File: src/rtl/ccm_pkg.sv
// Shared constants, types and the round/clamp helper for the colour-correction matrix.
package ccm_pkg;

  localparam int COEF_W      = 12;
  localparam int FRAC_BITS   = 8;
  localparam int ROUND_CONST = 128;
  localparam int COEF_ONE    = 256;
  localparam int N_COEF      = 9;
  localparam int PIX_W       = 8;
  localparam int PROD_W      = PIX_W + 1 + COEF_W;
  localparam int SUM_W       = PROD_W + 2;

  typedef logic signed [COEF_W-1:0] coef_t;
  typedef coef_t [N_COEF-1:0]       bank_t;

  typedef struct packed {
    logic [PIX_W-1:0] r;
    logic [PIX_W-1:0] g;
    logic [PIX_W-1:0] b;
  } pix_t;

  localparam logic [3:0] CCM_M00 = 4'd0;
  localparam logic [3:0] CCM_M01 = 4'd1;
  localparam logic [3:0] CCM_M02 = 4'd2;
  localparam logic [3:0] CCM_M10 = 4'd3;
  localparam logic [3:0] CCM_M11 = 4'd4;
  localparam logic [3:0] CCM_M12 = 4'd5;
  localparam logic [3:0] CCM_M20 = 4'd6;
  localparam logic [3:0] CCM_M21 = 4'd7;
  localparam logic [3:0] CCM_M22 = 4'd8;

  localparam coef_t C_ONE  = coef_t'(COEF_ONE);
  localparam coef_t C_ZERO = coef_t'(0);
  localparam bank_t CCM_IDENTITY = {C_ONE, C_ZERO, C_ZERO,
                                    C_ZERO, C_ONE, C_ZERO,
                                    C_ZERO, C_ZERO, C_ONE};

  // Round half up with an arithmetic shift, then saturate to 0..255.
  function automatic logic [PIX_W-1:0] round_clamp(input logic signed [SUM_W-1:0] s);
    logic signed [SUM_W-1:0] r;
    r = (s + SUM_W'(ROUND_CONST)) >>> FRAC_BITS;
    if (r[SUM_W-1])
      return '0;
    else if (r > SUM_W'(255))
      return '1;
    else
      return r[PIX_W-1:0];
  endfunction

endpackage

File: src/rtl/ccm_if.sv
// RGB pixel bus shared between the CCM top level and its per-channel MAC rows.
interface ccm_if;
  import ccm_pkg::*;

  pix_t pix;

  modport master (output pix);
  modport slave  (input  pix);
endinterface

File: src/rtl/ccm_mac_row.sv
// One output channel: three products (S1), row sum (S2), round and clamp (S3).
// Latency 3 clocks, one pixel per clock, no backpressure.
module ccm_mac_row
  import ccm_pkg::*;
(
  input  logic             clk,
  input  logic             reset,
  ccm_if.slave             pix_in,
  input  coef_t            m_r,
  input  coef_t            m_g,
  input  coef_t            m_b,
  output logic [PIX_W-1:0] res
);

  logic signed [PIX_W:0]    x_r, x_g, x_b;
  logic signed [PROD_W-1:0] p_r, p_g, p_b;
  logic signed [SUM_W-1:0]  sum;

  assign x_r = {1'b0, pix_in.pix.r};
  assign x_g = {1'b0, pix_in.pix.g};
  assign x_b = {1'b0, pix_in.pix.b};

  always_ff @(posedge clk or posedge reset) begin
    if (reset) begin
      p_r <= '0;
      p_g <= '0;
      p_b <= '0;
      sum <= '0;
      res <= '0;
    end else begin
      p_r <= PROD_W'(x_r) * PROD_W'(m_r);
      p_g <= PROD_W'(x_g) * PROD_W'(m_g);
      p_b <= PROD_W'(x_b) * PROD_W'(m_b);
      sum <= SUM_W'(p_r) + SUM_W'(p_g) + SUM_W'(p_b);
      res <= round_clamp(sum);
    end
  end

endmodule

File: src/rtl/ccm_top.sv
// Colour-correction matrix: shadow/active coefficient banks swapped on vsync rise, 3 MAC rows.
// Latency 3 clocks for data and syncs, one pixel per clock, no backpressure.
module ccm_top
  import ccm_pkg::*;
(
  input  logic             clk,
  input  logic             reset,
  input  logic             in_vsync,
  input  logic             in_hsync,
  input  logic             in_den,
  input  logic [PIX_W-1:0] in_data_R,
  input  logic [PIX_W-1:0] in_data_G,
  input  logic [PIX_W-1:0] in_data_B,
  input  logic             coef_wr,
  input  logic [3:0]       coef_addr,
  input  coef_t            coef_data,
  input  logic             ccm_bypass,
  output logic             out_vsync,
  output logic             out_hsync,
  output logic             out_den,
  output logic [PIX_W-1:0] out_data_R,
  output logic [PIX_W-1:0] out_data_G,
  output logic [PIX_W-1:0] out_data_B
);

  bank_t            shadow;
  bank_t            active;
  logic             byp_act;
  logic             vs_prev;
  logic             vs_rise;
  logic [2:0]       vs_d, hs_d, den_d, byp_d;
  pix_t             pix_d [0:2];
  logic [PIX_W-1:0] res_r, res_g, res_b;

  ccm_if pix_bus ();
  assign pix_bus.pix = {in_data_R, in_data_G, in_data_B};

  assign vs_rise = in_vsync & ~vs_prev;

  always_ff @(posedge clk or posedge reset) begin
    if (reset) begin
      shadow <= CCM_IDENTITY;
    end else if (coef_wr && (coef_addr <= CCM_M22)) begin
      shadow[coef_addr] <= coef_data;
    end
  end

  // Non-blocking load takes the pre-write shadow when a write coincides with the edge.
  always_ff @(posedge clk or posedge reset) begin
    if (reset) begin
      active  <= CCM_IDENTITY;
      byp_act <= 1'b0;
      vs_prev <= 1'b0;
    end else begin
      vs_prev <= in_vsync;
      if (vs_rise) begin
        active  <= shadow;
        byp_act <= ccm_bypass;
      end
    end
  end

  always_ff @(posedge clk or posedge reset) begin
    if (reset) begin
      vs_d  <= '0;
      hs_d  <= '0;
      den_d <= '0;
      byp_d <= '0;
      for (int i = 0; i < 3; i++) pix_d[i] <= '0;
    end else begin
      vs_d  <= {vs_d[1:0], in_vsync};
      hs_d  <= {hs_d[1:0], in_hsync};
      den_d <= {den_d[1:0], in_den};
      byp_d <= {byp_d[1:0], byp_act};
      pix_d[0] <= pix_bus.pix;
      pix_d[1] <= pix_d[0];
      pix_d[2] <= pix_d[1];
    end
  end

  ccm_mac_row u_row_r (
    .clk    (clk),
    .reset  (reset),
    .pix_in (pix_bus),
    .m_r    (active[CCM_M00]),
    .m_g    (active[CCM_M01]),
    .m_b    (active[CCM_M02]),
    .res    (res_r)
  );

  ccm_mac_row u_row_g (
    .clk    (clk),
    .reset  (reset),
    .pix_in (pix_bus),
    .m_r    (active[CCM_M10]),
    .m_g    (active[CCM_M11]),
    .m_b    (active[CCM_M12]),
    .res    (res_g)
  );

  ccm_mac_row u_row_b (
    .clk    (clk),
    .reset  (reset),
    .pix_in (pix_bus),
    .m_r    (active[CCM_M20]),
    .m_g    (active[CCM_M21]),
    .m_b    (active[CCM_M22]),
    .res    (res_b)
  );

  assign out_vsync = vs_d[2];
  assign out_hsync = hs_d[2];
  assign out_den   = den_d[2];

  always_comb begin
    out_data_R = '0;
    out_data_G = '0;
    out_data_B = '0;
    if (den_d[2]) begin
      if (byp_d[2]) begin
        out_data_R = pix_d[2].r;
        out_data_G = pix_d[2].g;
        out_data_B = pix_d[2].b;
      end else begin
        out_data_R = res_r;
        out_data_G = res_g;
        out_data_B = res_b;
      end
    end
  end

endmodule

File: config.mk
export PLATFORM = sky130hd
export DESIGN_NAME = ccm_top
export DESIGN_NICKNAME = d
export VERILOG_FILES = /design/src/rtl/ccm_pkg.sv /design/src/rtl/ccm_if.sv /design/src/rtl/ccm_mac_row.sv /design/src/rtl/ccm_top.sv
export SDC_FILE = /design/constraint.sdc
export NUM_CORES = 2
export LEC_CHECK = 0
export BUFFER_PORTS_ARGS = -buffer_cell sky130_fd_sc_hd__buf_4
export CAP_MARGIN = 20
export CORE_MARGIN = 2
export CORE_UTILIZATION = 40
export CTS_CLUSTER_DIAMETER = 80
export CTS_CLUSTER_SIZE = 16
export DETAILED_ROUTE_END_ITERATION = 10
export PLACE_DENSITY = 0.65
export RECOVER_POWER = 100
export SYNTH_ARGS = -nofsm -noshare
export SYNTH_HDL_FRONTEND = slang
export SYNTH_SLANG_ARGS = --single-unit
File: constraint.sdc
create_clock -name clk -period 34.5 [get_ports clk]
set_clock_uncertainty 0.2 [all_clocks]
set_input_delay 3.45 -clock clk [delete_from_list [all_inputs] [get_ports clk]]
set_output_delay 3.45 -clock clk [all_outputs]
set_load 0.05 [all_outputs]
* After elaboration in Yosys (flattened, before gate mapping) *
Index checks and enable logic that the tools add are counted.
W data, S select, Z words.

storage, ports and cells
  register bits after elaboration = 584
  input port bits = 47
  output and inout bits = 27

operators by class
  add/sub/neg operators = 9
  multipliers = 9
  magnitude comparators = 6
  mux-type cells = 15
  bitwise operators = 2
  reduce and logical (&&, ||, !) cells = 2

operator list
  operator                 count
  $mul A9 B12 Y21          9
  $bwmux W108              1
  $mux W8                  12
  $add A22 B21 Y23         3
  $add A23 B9 Y23 const B  3
  $add A21 B21 Y22         3
  $demux W12 S4            1
  $gt A15 B9 Y1 const B    3
  $mux W12                 1
  $lt A4 B5 Y1 const B     1
  $ge A4 B1 Y1 const B     1
  $le A4 B4 Y1 const B     1
  $logic_and A1 B1 Y1      2
  $and A1 B1 Y1            1
  $not A1 Y1               1

* Longest topological paths before layout *
  depth in word-level cells = 5
  depth in mapped cells = 20
  depth with buffers taken out = 18

* Hierarchy *
A second synthesis with hierarchy kept.

second synthesis, totals
  cells, all modules = 5275
  area, all modules = 54010.6 µm²

modules (own cells, without submodules)
  module                  times used  cells an instance  area an instance (µm²)  seq. area each (µm²)
  ccm_mac_row at u_row_b  1           1553               14492.6                 2177.1
  ccm_mac_row at u_row_g  1           1559               14432.6                 2177.1
  ccm_mac_row at u_row_r  1           1556               14413.8                 2177.1
  ccm_top                 1           607                10671.5                 7539.7

* Least setup slack after synthesis *
Ideal clock, no wire load.

  path type = input -> register
  start = input port in_data_G[1]
  end = register u_row_r.p_g[17]
  arrival time = 7.818 ns
  required time = 34.169 ns
  path slack = 26.351 ns
  stages on the path = 18
  path buffers = 2
  cell sequence = clkbuf_1 -> clkbuf_1 -> nand2_1 -> fa_1 -> inv_1 -> fa_1 -> fa_1 -> inv_1 -> fa_1 -> inv_1 -> ha_1 -> a21o_1 -> a21o_1 -> a21o_1 -> nor2b_1 -> a2111oi_0 -> o21ai_0 -> xor2_1

on the way
  word-level cells in the longest chain between the ends = 1

RTL lines
  what                    RTL line           source
  start: declaration      ccm_top.sv:12      input logic [PIX_W-1:0] in_data_G,
  $mul A9 B12 Y21         ccm_mac_row.sv:32  p_g <= PROD_W'(x_g) * PROD_W'(m_g);
  end signal: assignment  ccm_mac_row.sv:32
  end: declaration        ccm_mac_row.sv:16  logic signed [PROD_W-1:0] p_r, p_g, p_b;

No other way between the ends.
A chain may end at the register's enable or synchronous reset.

==> results.json <==
{
  "status": "complete, but fails checks",
  "violations": "max-capacitance violations, max-slew violations",
  "whs_path_depth": 0,
  "setup_violations": 0,
  "syn_nets": 6546,
  "cts-resized-gates": 0,
  "yosysWarnings": 0,
  "numCtsBuffers": 49,
  "cts_sinks": 562,
  "ys_ff_latch": 562,
  "areaGrowthSynthToFinish_pct": 6.305,
  "cp-start-kind": "input port",
  "initial_core_util_pct": 40.30,
  "r2r_setup_slack_ns": 28.22,
  "tritoncts": "done",
  "slew_violations": 1603,
  "drc_errors": 0,
  "fillers": 12885,
  "post-route-period-util_pct": 37.84,
  "die_h_um": 370.7,
  "numPortBuffers": 73,
  "fmax_mhz": 76.60,
  "ios": 74,
  "finalSetupTns_ns": 0,
  "syn_area_um2": 53780,
  "yosysTopAreaCellShare_pct": 28.37,
  "antenna_found_initial": 25,
  "synth.yosys.seq_area_share_pct": 26.17,
  "rsz0062_at_grt": "false",
  "overflow": 0,
  "die_area_um2": 137400,
  "clk_pin_slew_ns": 0.07,
  "vias_per_cell": 4.952,
  "ys_types": 74,
  "num-nets-final": 6498,
  "synth_common_cells": "inv_1 (1145), fa_1 (762), dfrtp_1 (556), nand2_1 (520), ha_1 (444)",
  "finalInstanceArea_um2": 57170,
  "grt_pass1_wl_mm": 205.6,
  "crit_fanout": 136,
  "clk_latency_ns": 0.66,
  "required_ns": 34.12,
  "drt_pass1_iterations": 5,
  "cts_root_buf": "clkbuf_16",
  "yosysMostFrequentCell": "inv_1",
  "maxCapViolCount": 34,
  "dp_hpwl_mm": 96.71,
  "cp-end-kind": "async pin",
  "grt_pass1_vias": 37334,
  "rr_worst_depth": 3,
  "dominantRegCellSynth": "dfrtp_1",
  "drive_gt1_share_pct": 6.350,
  "syn_area_per_cell_um2": 10.16,
  "cts_setup_buffers": 0,
  "synthArstFlopShare_pct": 100.0,
  "wl_mm": 126.4,
  "core_area_um2": 133500,
  "tightest_slew_ns": 6.056,
  "dpl_cell_area_um2": 55960,
  "ctsHoldBuffers": 0,
  "final_util_pct": 42.84,
  "multi_input_area_um2": 34640,
  "ant_nets": 0,
  "htreeDepth": 2,
  "hold_viol": 0,
  "netlist_instances": 5293,
  "cts_max_path_buffers": 3,
  "die_w_um": 370.7,
  "fin_hold_ws_ns": 0.1362,
  "crit_type": "input port to async pin",
  "place_congestion": 0.8765,
  "grt_max_degree": 137,
  "rows": 134,
  "synth_edf_count": 0,
  "critPathArrivalTime_ns": 12.67,
  "min_period_ns": 13.06,
  "min_path_type": "flip-flop to flip-flop",
  "ys_top_cells_by_area": "fa_1 (28%), dfrtp_1 (26%), ha_1 (10%), inv_1 (8.0%), and2_1 (4.8%)",
  "relSlewSlack_pct": -305.9,
  "wl_per_cell_um": 17.94,
  "grt.total_usage_pct": 19.23,
  "yosysTopAreaCell": "fa_1",
  "seqCellArea_um2": 14070,
  "route.vias.total": 34895,
  "drt_first_iter_violations": 2039
}
[registers in the layout, summed over array words and instances, names as in the netlist, 8 cells and up]
signal       cells
u_row_g.res      8
u_row_g.p_r     21
u_row_b.p_b     21
active         108
pix_d           72
u_row_g.p_b     21
u_row_g.p_g     21
u_row_r.p_r     21
shadow         108
u_row_r.p_b     21
u_row_r.p_g     21
u_row_b.p_g     21
u_row_g.sum     16
u_row_b.res      8
u_row_b.sum     16
u_row_r.res      8
u_row_r.sum     16
u_row_b.p_r     21
[worst max-delay path: stages]
cell	delay, ns
clkbuf_4	0.11
clkinvlp_2	3.33
clkbuf_1	2.63
clkbuf_1	2.98
[through the flow]
step	worst slack, ns	instances
after floorplan	15.14	5293
after global placement	26.09	6958
after detailed placement	25.97	6960
after CTS	26.64	7042
after global routing	19.25	7044
final	21.44	7046
[placed cells by master (no fill, tap or decap), types with 6 or more instances in the layout]
cell type  instances
nand4_1           15
o31ai_1           10
xnor2_1          163
nor2b_1           49
mux2i_1           26
fa_1             762
a31oi_1           11
a211oi_1          22
or3_1             15
o21ai_0           78
nand3_1           47
nand2b_1          18
xor2_1            57
and2_1           389
and2_0            27
inv_1           1144
inv_6              9
nand2_1          520
o21bai_1          25
and3_1            16
o41ai_1            6
dfstp_2            6
a21o_1            50
buf_4             19
ha_1             444
nor2_1           116
o21a_1            22
clkbuf_1          76
clkbuf_16         49
mux2_2           218
nor3_1            33
a2111oi_0          6
or2_2              6
dfrtp_1          556
a21oi_1          166
[routing by layer]
layer	wire length (um)	up-vias	GRT usage, %
met5	82	-	0
met4	4321	12	6.501
met3	8719	191	3.482
met2	57460	841	30.44
met1	55790	17778	26.60
li1	-	16073	-
[worst paths after layout]
| check | endpoint | from |
|---|---|---|
| max reg2reg | active[98] | vs_d[0] |
| min in group asynchronous | u_row_g.res[4] | reset |
| min reg2reg | byp_d[2] | byp_d[1] |
| max in group clk | u_row_r.p_g[20] | in_data_G[0] |
| min | byp_d[2] | byp_d[1] |
| max | u_row_b.p_b[17] | reset |
[layout make-up]
type	instances	share of cell area, %
multi-input combinational	3399	60.59
sequential	562	24.61
inverter	1145	7.520
tap	1768	3.869
clock buffer	61	2.259
timing repair buffer	88	0.7222
clock inverter	21	0.4180
antenna	2	0.008754
[logic make-up (layout without fill, tap and decap cells)]
kind of cell	count (synthesis)	in the layout	synth area share, %
other	0	2	0
AOI/OAI and AO/OA	452	452	5.398
xor gates and xnor gates	220	220	3.583
buffers and inverters	1332	1315	9.325
and+or+nand+nor	1277	1277	11.78
DFF	562	562	26.17
muxes	244	244	5.049
adders and majority gates	1206	1206	38.70
Power is left out: the tool's default activity adds up to more than one toggle a clock period on the data nets, which glitch-free logic cannot reach.
